--- config.mk ---
export PLATFORM = sky130hd
export DESIGN_NAME = stack_game_scheduler
export DESIGN_NICKNAME = d
export VERILOG_FILES = /design/src/rtl/stack_game_pkg.sv /design/src/rtl/stack_game_scheduler_cmd_edge_detect.sv /design/src/rtl/stack_game_scheduler.sv
export SDC_FILE = /design/constraint.sdc
export NUM_CORES = 1
export LEC_CHECK = 0
export CAP_MARGIN = 0
export CORE_MARGIN = 2
export CORE_UTILIZATION = 45
export DETAILED_ROUTE_END_ITERATION = 7
export HOLD_SLACK_MARGIN = 0.06
export PLACE_DENSITY = 0.73
export SLEW_MARGIN = 20
export SYNTH_ARGS = -nofsm -noshare
export SYNTH_HDL_FRONTEND = slang
export SYNTH_SLANG_ARGS = --single-unit
--- constraint.sdc ---
create_clock -name clk -period 3.1 [get_ports clk]
set_clock_uncertainty 0.15 [all_clocks]
set_input_delay 0.31 -clock clk [delete_from_list [all_inputs] [get_ports clk]]
set_output_delay 0.31 -clock clk [all_outputs]
set_load 0.01 [all_outputs]
--- src/rtl/stack_game_pkg.sv ---
// Shared encodings for the two-player stacking game scheduler: FSM states,
// reported game/winner codes, side identifiers and command bit positions.
package stack_game_pkg;

  typedef enum logic [2:0] {
    ST_IDLE  = 3'd0,
    ST_RUN   = 3'd1,
    ST_GRANT = 3'd2,
    ST_WAIT  = 3'd3,
    ST_OVER  = 3'd4
  } state_e;

  localparam logic [1:0] GAME_IDLE = 2'b00;
  localparam logic [1:0] GAME_RUN  = 2'b01;
  localparam logic [1:0] GAME_OVER = 2'b10;

  localparam logic SIDE_L = 1'b0;
  localparam logic SIDE_R = 1'b1;

  localparam logic [1:0] WIN_NONE  = 2'b00;
  localparam logic [1:0] WIN_LEFT  = 2'b01;
  localparam logic [1:0] WIN_RIGHT = 2'b10;

  localparam int CMD_N      = 6;
  localparam int CMD_RESET  = 0;
  localparam int CMD_START  = 1;
  localparam int CMD_LDROP  = 2;
  localparam int CMD_RDROP  = 3;
  localparam int CMD_LSPEED = 4;
  localparam int CMD_RSPEED = 5;

  function automatic logic [1:0] win_code(input logic side);
    return (side == SIDE_R) ? WIN_RIGHT : WIN_LEFT;
  endfunction

endpackage

--- src/rtl/stack_game_scheduler_cmd_edge_detect.sv ---
// Rising-edge detector for the level-style keyboard command flags; a held key
// yields a single one-cycle event.
module cmd_edge_detect #(
  parameter int N = 6
) (
  input  logic         clk,
  input  logic         resetn,
  input  logic [N-1:0] in_i,
  output logic [N-1:0] event_o
);

  logic [N-1:0] prev_q;

  always_ff @(posedge clk or negedge resetn) begin
    if (!resetn) prev_q <= '0;
    else         prev_q <= in_i;
  end

  assign event_o = in_i & ~prev_q;

endmodule

--- src/rtl/stack_game_scheduler.sv ---
// Game sequencer: shares one drop engine between the left and right players
// round-robin, and tracks heights, speed levels, game state and winner.
module stack_game_scheduler
  import stack_game_pkg::*;
#(
  parameter  int MAX_HEIGHT   = 15,
  parameter  int SPEED_LEVELS = 4,
  parameter  int TIMEOUT_CYC  = 50_000_000,
  localparam int HEIGHT_W     = $clog2(MAX_HEIGHT + 1),
  localparam int SPD_W        = $clog2(SPEED_LEVELS),
  localparam int TO_W         = $clog2(TIMEOUT_CYC + 1)
) (
  input  logic                clk,
  input  logic                resetn,
  input  logic                cmd_reset,
  input  logic                cmd_start,
  input  logic                cmd_left_drop,
  input  logic                cmd_right_drop,
  input  logic                cmd_left_speed,
  input  logic                cmd_right_speed,
  input  logic                eng_busy,
  input  logic                eng_done,
  input  logic                eng_miss,
  output logic                eng_start,
  output logic                eng_side,
  output logic [SPD_W-1:0]    eng_speed,
  output logic                eng_abort,
  output logic [1:0]          game_state,
  output logic [1:0]          winner,
  output logic [HEIGHT_W-1:0] left_height,
  output logic [HEIGHT_W-1:0] right_height,
  output logic [SPD_W-1:0]    left_speed,
  output logic [SPD_W-1:0]    right_speed,
  output logic                err_timeout
);

  logic [CMD_N-1:0] ev;

  cmd_edge_detect #(.N(CMD_N)) u_edge (
    .clk     (clk),
    .resetn  (resetn),
    .in_i    ({cmd_right_speed, cmd_left_speed, cmd_right_drop,
               cmd_left_drop, cmd_start, cmd_reset}),
    .event_o (ev)
  );

  state_e              state_q, state_d;
  logic                pend_l_q, pend_l_d, pend_r_q, pend_r_d;
  logic                last_q, last_d, side_q, side_d;
  logic [SPD_W-1:0]    speed_q, speed_d, sl_q, sl_d, sr_q, sr_d;
  logic [HEIGHT_W-1:0] hl_q, hl_d, hr_q, hr_d;
  logic [1:0]          win_q, win_d;
  logic                err_q, err_d;
  logic [TO_W-1:0]     to_q, to_d;
  logic                gnt_c, active_c;
  logic [HEIGHT_W-1:0] nh_c;

  function automatic logic [SPD_W-1:0] spd_inc(input logic [SPD_W-1:0] s);
    return (s == SPD_W'(SPEED_LEVELS - 1)) ? '0 : s + 1'b1;
  endfunction

  always_comb begin
    state_d   = state_q;
    pend_l_d  = pend_l_q;
    pend_r_d  = pend_r_q;
    last_d    = last_q;
    side_d    = side_q;
    speed_d   = speed_q;
    hl_d      = hl_q;
    hr_d      = hr_q;
    sl_d      = sl_q;
    sr_d      = sr_q;
    win_d     = win_q;
    err_d     = err_q;
    to_d      = to_q;
    eng_start = 1'b0;
    eng_abort = 1'b0;
    gnt_c     = SIDE_L;
    nh_c      = '0;
    active_c  = (state_q == ST_RUN) || (state_q == ST_GRANT) || (state_q == ST_WAIT);

    if (ev[CMD_RESET]) begin
      eng_abort = (state_q == ST_GRANT) || (state_q == ST_WAIT);
      state_d   = ST_IDLE;
      pend_l_d  = 1'b0;
      pend_r_d  = 1'b0;
      last_d    = SIDE_R;
      side_d    = SIDE_L;
      speed_d   = '0;
      hl_d      = '0;
      hr_d      = '0;
      sl_d      = '0;
      sr_d      = '0;
      win_d     = WIN_NONE;
      err_d     = 1'b0;
      to_d      = '0;
    end else begin
      case (state_q)
        ST_IDLE, ST_OVER: begin
          if (ev[CMD_START]) begin
            state_d  = ST_RUN;
            pend_l_d = 1'b0;
            pend_r_d = 1'b0;
            hl_d     = '0;
            hr_d     = '0;
            sl_d     = '0;
            sr_d     = '0;
            win_d    = WIN_NONE;
            err_d    = 1'b0;
          end
        end
        // Launch only into an idle engine; the side's current level rides with the drop.
        ST_RUN: begin
          if ((pend_l_q || pend_r_q) && !eng_busy) begin
            gnt_c   = (pend_l_q && pend_r_q) ? ~last_q : pend_r_q;
            side_d  = gnt_c;
            speed_d = (gnt_c == SIDE_R) ? sr_q : sl_q;
            state_d = ST_GRANT;
          end
        end
        ST_GRANT: begin
          eng_start = 1'b1;
          to_d      = '0;
          last_d    = side_q;
          if (side_q == SIDE_R) pend_r_d = 1'b0;
          else                  pend_l_d = 1'b0;
          state_d   = ST_WAIT;
        end
        ST_WAIT: begin
          if (eng_done) begin
            if (eng_miss) begin
              win_d   = win_code(~side_q);
              state_d = ST_OVER;
            end else begin
              nh_c = ((side_q == SIDE_R) ? hr_q : hl_q) + 1'b1;
              if (side_q == SIDE_R) hr_d = nh_c;
              else                  hl_d = nh_c;
              if (nh_c == HEIGHT_W'(MAX_HEIGHT)) begin
                win_d   = win_code(side_q);
                state_d = ST_OVER;
              end else begin
                state_d = ST_RUN;
              end
            end
          end else if (to_q == TO_W'(TIMEOUT_CYC - 1)) begin
            eng_abort = 1'b1;
            err_d     = 1'b1;
            state_d   = ST_RUN;
          end else begin
            to_d = to_q + 1'b1;
          end
        end
        default: state_d = ST_IDLE;
      endcase

      // Applied after the grant clear so a same-side drop in the GRANT cycle re-arms the flag.
      if (active_c) begin
        if (ev[CMD_LDROP])  pend_l_d = 1'b1;
        if (ev[CMD_RDROP])  pend_r_d = 1'b1;
        if (ev[CMD_LSPEED]) sl_d = spd_inc(sl_q);
        if (ev[CMD_RSPEED]) sr_d = spd_inc(sr_q);
      end
      if (state_d == ST_OVER && state_q != ST_OVER) begin
        pend_l_d = 1'b0;
        pend_r_d = 1'b0;
      end
    end
  end

  always_ff @(posedge clk or negedge resetn) begin
    if (!resetn) begin
      state_q  <= ST_IDLE;
      pend_l_q <= 1'b0;
      pend_r_q <= 1'b0;
      last_q   <= SIDE_R;
      side_q   <= SIDE_L;
      speed_q  <= '0;
      hl_q     <= '0;
      hr_q     <= '0;
      sl_q     <= '0;
      sr_q     <= '0;
      win_q    <= WIN_NONE;
      err_q    <= 1'b0;
      to_q     <= '0;
    end else begin
      state_q  <= state_d;
      pend_l_q <= pend_l_d;
      pend_r_q <= pend_r_d;
      last_q   <= last_d;
      side_q   <= side_d;
      speed_q  <= speed_d;
      hl_q     <= hl_d;
      hr_q     <= hr_d;
      sl_q     <= sl_d;
      sr_q     <= sr_d;
      win_q    <= win_d;
      err_q    <= err_d;
      to_q     <= to_d;
    end
  end

  always_comb begin
    game_state = GAME_IDLE;
    case (state_q)
      ST_RUN, ST_GRANT, ST_WAIT: game_state = GAME_RUN;
      ST_OVER:                   game_state = GAME_OVER;
      default:                   game_state = GAME_IDLE;
    endcase
  end

  assign eng_side     = side_q;
  assign eng_speed    = speed_q;
  assign winner       = win_q;
  assign left_height  = hl_q;
  assign right_height = hr_q;
  assign left_speed   = sl_q;
  assign right_speed  = sr_q;
  assign err_timeout  = err_q;

endmodule

==> results of run 1 <==
## logic make-up after synthesis
family                   count (synthesis)  synth area share
XOR/XNOR                                11            0.0306
flip-flops                              56             0.445
adder cells (fa/ha/maj)                  5            0.0199
multiplexers                             8            0.0262
AO/OA/AOI/OAI                          100             0.211
buffers and inverters                   27            0.0461
AND/OR/NAND/NOR                        119             0.221
## sequential cells by signal, indices dropped and copies added, names as in the netlist, 2 cells and up
| register | flops |
|---|---|
| eng_speed | 2 |
| u_edge.prev_q | 6 |
| left_speed | 2 |
| left_height | 4 |
| to_q | 26 |
| state_q | 3 |
| right_speed | 2 |
| winner | 2 |
| right_height | 4 |
## final cells by class
| cell class | count | area, um2 |
|---|---|---|
| multi-input cells | 243 | 1610 |
| clock buffers | 5 | 68.8 |
| inverters | 9 | 33.8 |
| repair buffers | 40 | 378 |
| fillers | 616 | 3160 |
| well taps | 96 | 120 |
| flip-flops and latches | 56 | 1400 |
| clock inverters | 3 | 26.3 |
## per-stage QoR
stage                     setup slack [ns]  area [um2]  cells  utilization
after floorplan                      0.390        3150    326            -
after global placement               0.467        3530    443        0.519
after detailed placement             0.405        3530    443        0.519
after CTS                            0.147        3630    452        0.535
after global routing                0.0840        3630    452        0.535
final                                0.234        3630    452        0.535
## routing by layer
metal  GRT usage  up-vias
li1            -     1266
met1       0.273     1273
met2       0.324       67
met3      0.0264       12
met4      0.0629        0
met5           0        -
## timing repair
action                                  4_1_cts  5_1_grt
endpoints found under the setup margin        0        1
hold endpoints to repair                     31        0
resized for setup                             0        1
hold buffers                                  1        0
## critical path: stages (launching register included)
cell and delay [ns]:
dfrtp_1 0.43, ha_2 0.30, and4b_1 0.21, and4_4 0.25, nand4_1 0.13, o21ai_0 0.20
clkdlybuf4s50_1 0.57
## worst paths after layout
path / startpoint / end / slack, ns / depth (start not counted)
max: to_q[0] / eng_abort / 0.23 / 6
max in group asynchronous: resetn / last_q / 1.52 / 3
min in group asynchronous: resetn / to_q[25] / 0.44 / 2
max reg2reg: eng_side / pend_l_q / 0.61 / 7
min reg2reg: to_q[22] / to_q[22] / 0.35 / 1
min: cmd_left_drop / u_edge.prev_q[2] / 0.28 / 1
## report_power, final
part	total, uW	switching (uW)	internal [uW]
logic	463	275	188
registers	850	60.9	789
clock network	432	266	165
total	1740	602	1140
## placed cells by master, fill, tap and decap left out, types with 3 or more instances in the layout
master / count
and3_1: 5
or3_1: 4
clkdlybuf4s50_1: 31
o21ai_0: 24
inv_1: 9
mux2i_1: 6
nand3_1: 11
nor2b_1: 5
buf_4: 7
ha_1: 4
o2111ai_2: 3
clkbuf_8: 5
nand4b_1: 4
a21oi_2: 3
xor2_1: 9
and4_4: 3
o31ai_1: 3
dfrtp_1: 55
nor3_1: 7
nor2_1: 24
and2_1: 3
nand3b_1: 5
o21ai_1: 14
nand2_1: 20
a31oi_1: 8
a21oi_1: 20
nand4_1: 11
==> flow_metrics.py, run 1 <==
metrics = {
    "synth": {
        "yosysSeqAreaShare": 0.445,
        "syn_area_um2": 3150,
        "synth_warnings": 0,
        "yosysTopAreaCell": "dfrtp_1",
        "syn_area_per_cell_um2": 9.66,
        "synth_commonest_cells": "dfrtp_1, nor2_1, o21ai_0",
        "synth_edf_count": 0,
        "syn_nets": 342,
        "yosysUniqueCellTypes": 63,
        "synth_top_area_frac": 0.437,
        "synth_top_flop_cell": "dfrtp_1",
        "async_reset_ff_frac": 1.00,
        "synth_area_leaders": "dfrtp_1, o21ai_0, a21oi_1",
        "yosys_register_bits": 56,
        "post-synth-top-count-cell": "dfrtp_1",
        "netlist_instances": 326,
    },
    "global_route": {
        "grt_remaining_overflow": 0,
        "grt.total_usage": 0.198,
        "grt_max_degree": 35,
        "grt_pass1_vias": 2478,
        "antenna_found_initial": 0,
        "grt_pass1_wl_um": 12200,
    },
    "placed_design": {
        "dp.final_hpwl_um": 4900,
        "port-buffer-count": 32,
        "place_congestion": 0.815,
    },
    "floorplanning": {
        "initial_utilization": 0.464,
        "ios": 33,
        "fp.dieArea_um2": 7690,
        "core_region_area_um2": 6790,
        "die_h_um": 87.7,
        "row_count": 30,
        "die-width_um": 87.7,
    },
    "detailed_routing": {
        "via_count": 2618,
        "drtAntennaViolNets": 0,
        "routed_wl_um": 7090,
        "wire_per_inst_um": 15.7,
        "wl_met2_um": 3340,
        "drt_iter0_drc": 129,
        "drtPass1Iterations": 5,
        "route.detailed.drc": 0,
        "top_layer_used": "met4",
        "met3_length_um": 255,
        "met1Wirelength_um": 3370,
        "vias_per_cell": 5.79,
    },
    "finish": {
        "area_growth_pct": 15.4,
        "fin_nets": 371,
        "n_antenna_cell": 0,
        "layout-drive-gt1-share": 0.115,
    },
    "timing": {
        "setup_tns_ns": 0,
        "slew_viol_final": 0,
        "setup_viol": 0,
        "rsz0062_at_grt": "no",
        "final_hold_viol_count": 0,
        "worst_pin_slew_ns": 1.00,
        "period_share": 0.925,
        "post-route-min-period_ns": 2.87,
        "clock.fmax_mhz": 349,
        "slew_headroom": 0.330,
        "fin_hold_ws_ns": 0.283,
    },
    "setup_path": {
        "worstPathRequired_ns": 2.64,
        "critical_path.endpoint_type": "output port",
        "crit_fanout": 10,
        "crit_arrival_ns": 2.41,
        "crit_type": "flip-flop to output port",
        "start_kind": "flip-flop",
    },
    "job": {
        "drv_cap": 0,
    },
    "clocking": {
        "cts_tree": "built",
        "clock_path_buffers": 2,
        "cts_root_buf": "clkbuf_8",
        "clkTransAtPathRegs_ns": 0.12,
        "insertion_delay_ns": 0.33,
        "cts_buffers": 5,
        "cts-htree-levels": 2,
        "cts_sinks": 56,
        "cts_setup_buffers": 0,
    },
    "power_and_ir_drop": {
        "total_power_uw": 1740,
        "p_leak_uw": 0.00148,
        "vdd_drop_max_mv": 0.170,
        "cellPowerDensity_nw_per_um2": 480,
    },
    "min_path": {
        "hp-class": "input pin to flip-flop",
    },
    "status": {
        "outcome": "complete, no violations",
    },
}
(Power assumes the default switching activity.)
==> inputs of run 2 (changes only) <==
--- a/config.mk
+++ b/config.mk
@@ -11,6 +11,7 @@
 export DETAILED_ROUTE_END_ITERATION = 7
 export HOLD_SLACK_MARGIN = 0.06
 export PLACE_DENSITY = 0.73
+export REMOVE_ABC_BUFFERS = 1
 export SLEW_MARGIN = 20
 export SYNTH_ARGS = -nofsm -noshare
 export SYNTH_HDL_FRONTEND = slang
==> flow_metrics.py, run 2 (same netlist as run 1, synthesis figures left out) <==
metrics = {
    "timing": {
        "worst_pin_slew_ns": 0.579,
        "worst_slack_ns": 0.195,
        "post-route-min-period_ns": 2.91,
        "final_hold_viol_count": 0,
        "clock.fmax_mhz": 344,
        "slew_headroom": 0.611,
        "setup_viol": 0,
        "slew_viol_final": 0,
        "rsz0062_at_grt": "no",
        "setup_tns_ns": 0,
        "period_share": 0.937,
    },
    "placed_design": {
        "place_area_um2": 3560,
        "port-buffer-count": 32,
        "place_congestion": 0.816,
        "dp.final_hpwl_um": 5040,
        "pre_cts_ws_ns": 0.516,
    },
    "detailed_routing": {
        "wire_per_inst_um": 15.6,
        "vias_per_cell": 5.80,
        "drt_iter0_drc": 164,
        "drtAntennaViolNets": 0,
        "via_count": 2643,
        "routed_wl_um": 7140,
        "route.detailed.drc": 0,
        "drtPass1Iterations": 6,
    },
    "setup_path": {
        "start_kind": "flip-flop",
        "critPathBufInv": 1,
        "r2r_end": "pend_l_q",
        "cp_top_family": "simple AND/OR/NAND/NOR gates",
        "critical_path.endpoint_type": "output port",
        "critPathCapture": "eng_abort",
        "worstPathRequired_ns": 2.64,
        "crit_type": "flip-flop to output port",
        "crit_fanout": 10,
        "crit_arrival_ns": 2.45,
        "startpoint": "to_q[0]",
        "worstPathCellList": "ha_1, and4b_1, and4_4, nand4_1, o21ai_0, clkdlybuf4s50_1",
        "path_depth": 6,
        "slowest_delay_ns": 0.56,
        "crit_slowest_cell": "clkdlybuf4s50_1",
        "r2r_slack_ns": 0.53,
        "reg2reg_from": "eng_side",
        "r2r_cells": 8,
    },
    "clocking": {
        "insertion_delay_ns": 0.32,
        "clock_path_buffers": 2,
        "cts_root_buf": "clkbuf_8",
        "cts_resized": 0,
        "clkTransAtPathRegs_ns": 0.10,
        "cts_sinks": 56,
        "cts_setup_buffers": 0,
        "cts_tree": "built",
        "cts-htree-levels": 2,
        "cts_buffers": 5,
    },
    "finish": {
        "fin_nets": 375,
        "n_antenna_cell": 0,
        "area_growth_pct": 16.1,
        "final_common_cell": "dfrtp_1",
        "regArea_um2": 1400,
        "multi_input_area_um2": 1600,
        "layout-drive-gt1-share": 0.122,
        "largest_register_ffs": 26,
        "top_register": "to_q",
        "fin_area_um2": 3660,
        "nFillCells": 613,
        "final_cell_mix": "dfrtp_1, clkdlybuf4s50_1, nor2_1, o21ai_0",
        "top_regs": "to_q: 26 flops, u_edge.prev_q: 6 flops",
    },
    "power_and_ir_drop": {
        "intPower_uw": 1150,
        "p_leak_uw": 0.00151,
        "p_sw_uw": 590,
        "cellPowerDensity_nw_per_um2": 475,
        "clkPwrFrac": 0.238,
        "vdd_drop_max_mv": 0.230,
        "swShare": 0.340,
        "combPwrFrac": 0.272,
        "seqPwrFrac": 0.490,
        "total_power_uw": 1740,
    },
    "floorplanning": {
        "die-width_um": 87.7,
        "ios": 33,
        "row_count": 30,
        "fp.dieArea_um2": 7690,
        "die_h_um": 87.7,
        "core_region_area_um2": 6790,
        "initial_utilization": 0.464,
    },
    "global_route": {
        "grt_pass1_vias": 2529,
        "grt_max_degree": 39,
        "grt.total_usage": 0.200,
        "grt_pass1_wl_um": 12200,
        "grt_remaining_overflow": 0,
        "antenna_found_initial": 0,
    },
    "min_path": {
        "hp-class": "input pin to async pin",
    },
    "job": {
        "drv_cap": 0,
    },
    "status": {
        "outcome": "complete, no violations",
    },
}
[run 2: cell count changes in the layout (fill, tap and decap cells not counted)]
cell / change
inv_6: +1
clkinv_2: +1
ha_1: +1
inv_8: -1
clkinv_4: +1
ha_2: -1
buf_4: +4
clkinvlp_4: -2
[run 2: area by class of cell]
class                           count  area share
Clock inverter                      3     0.00616
Inverter                            9     0.00923
Timing Repair Buffer               44       0.111
Clock buffer                        5      0.0188
Multi-Input combinational cell    243       0.438
Tap cell                           96      0.0328
Sequential cell                    56       0.383
[run 2: repair_timing]
action	CTS	global route
hold buffers	1	0
endpoints found under the setup margin	0	0
endpoints found under the hold margin	18	0
[run 2: how the worst min path moves through the flow]
| stage | slack (ns) | endpoint | cells after the start |
|---|---|---|---|
| 4_1_cts | 0.30 | u_edge.prev_q[3] | 1 |
| 5_1_grt | 0.30 | u_edge.prev_q[2] | 1 |
| 6_report | 0.30 | right_height[0] | 2 |
| 2_1_floorplan | -0.14 | eng_side | 0 |
| 3_5_place_dp | 0.13 | right_height[0] | 1 |
| 3_3_place_gp | 0.12 | right_height[0] | 1 |
[run 2: power groups by stage]
stage	Clock, uW	Sequential (uW)	Combinational, uW
6_report	414	851	472
5_1_grt	453	861	530
4_1_cts	425	851	473
3_5_place_dp	0	866	471
3_3_place_gp	0	862	462
2_1_floorplan	0	864	256
[run 2: metrics by stage]
stage                     instances  utilization  hold WS, ns
final                           456        0.538        0.298
after global routing            456        0.538        0.302
after floorplan                 308            -       -0.136
after global placement          447        0.524        0.120
after CTS                       456        0.538        0.301
after detailed placement        447        0.524        0.134
[run 2: metal layers]
layer	part of all wire	vias to the layer above	global-route usage	wire (um)
met4	0.012	0	0.0545	84
met3	0.043	7	0.0368	305
met1	0.47	1288	0.283	3380
met5	0	-	0	0
met2	0.47	71	0.317	3360
li1	-	1277	-	-
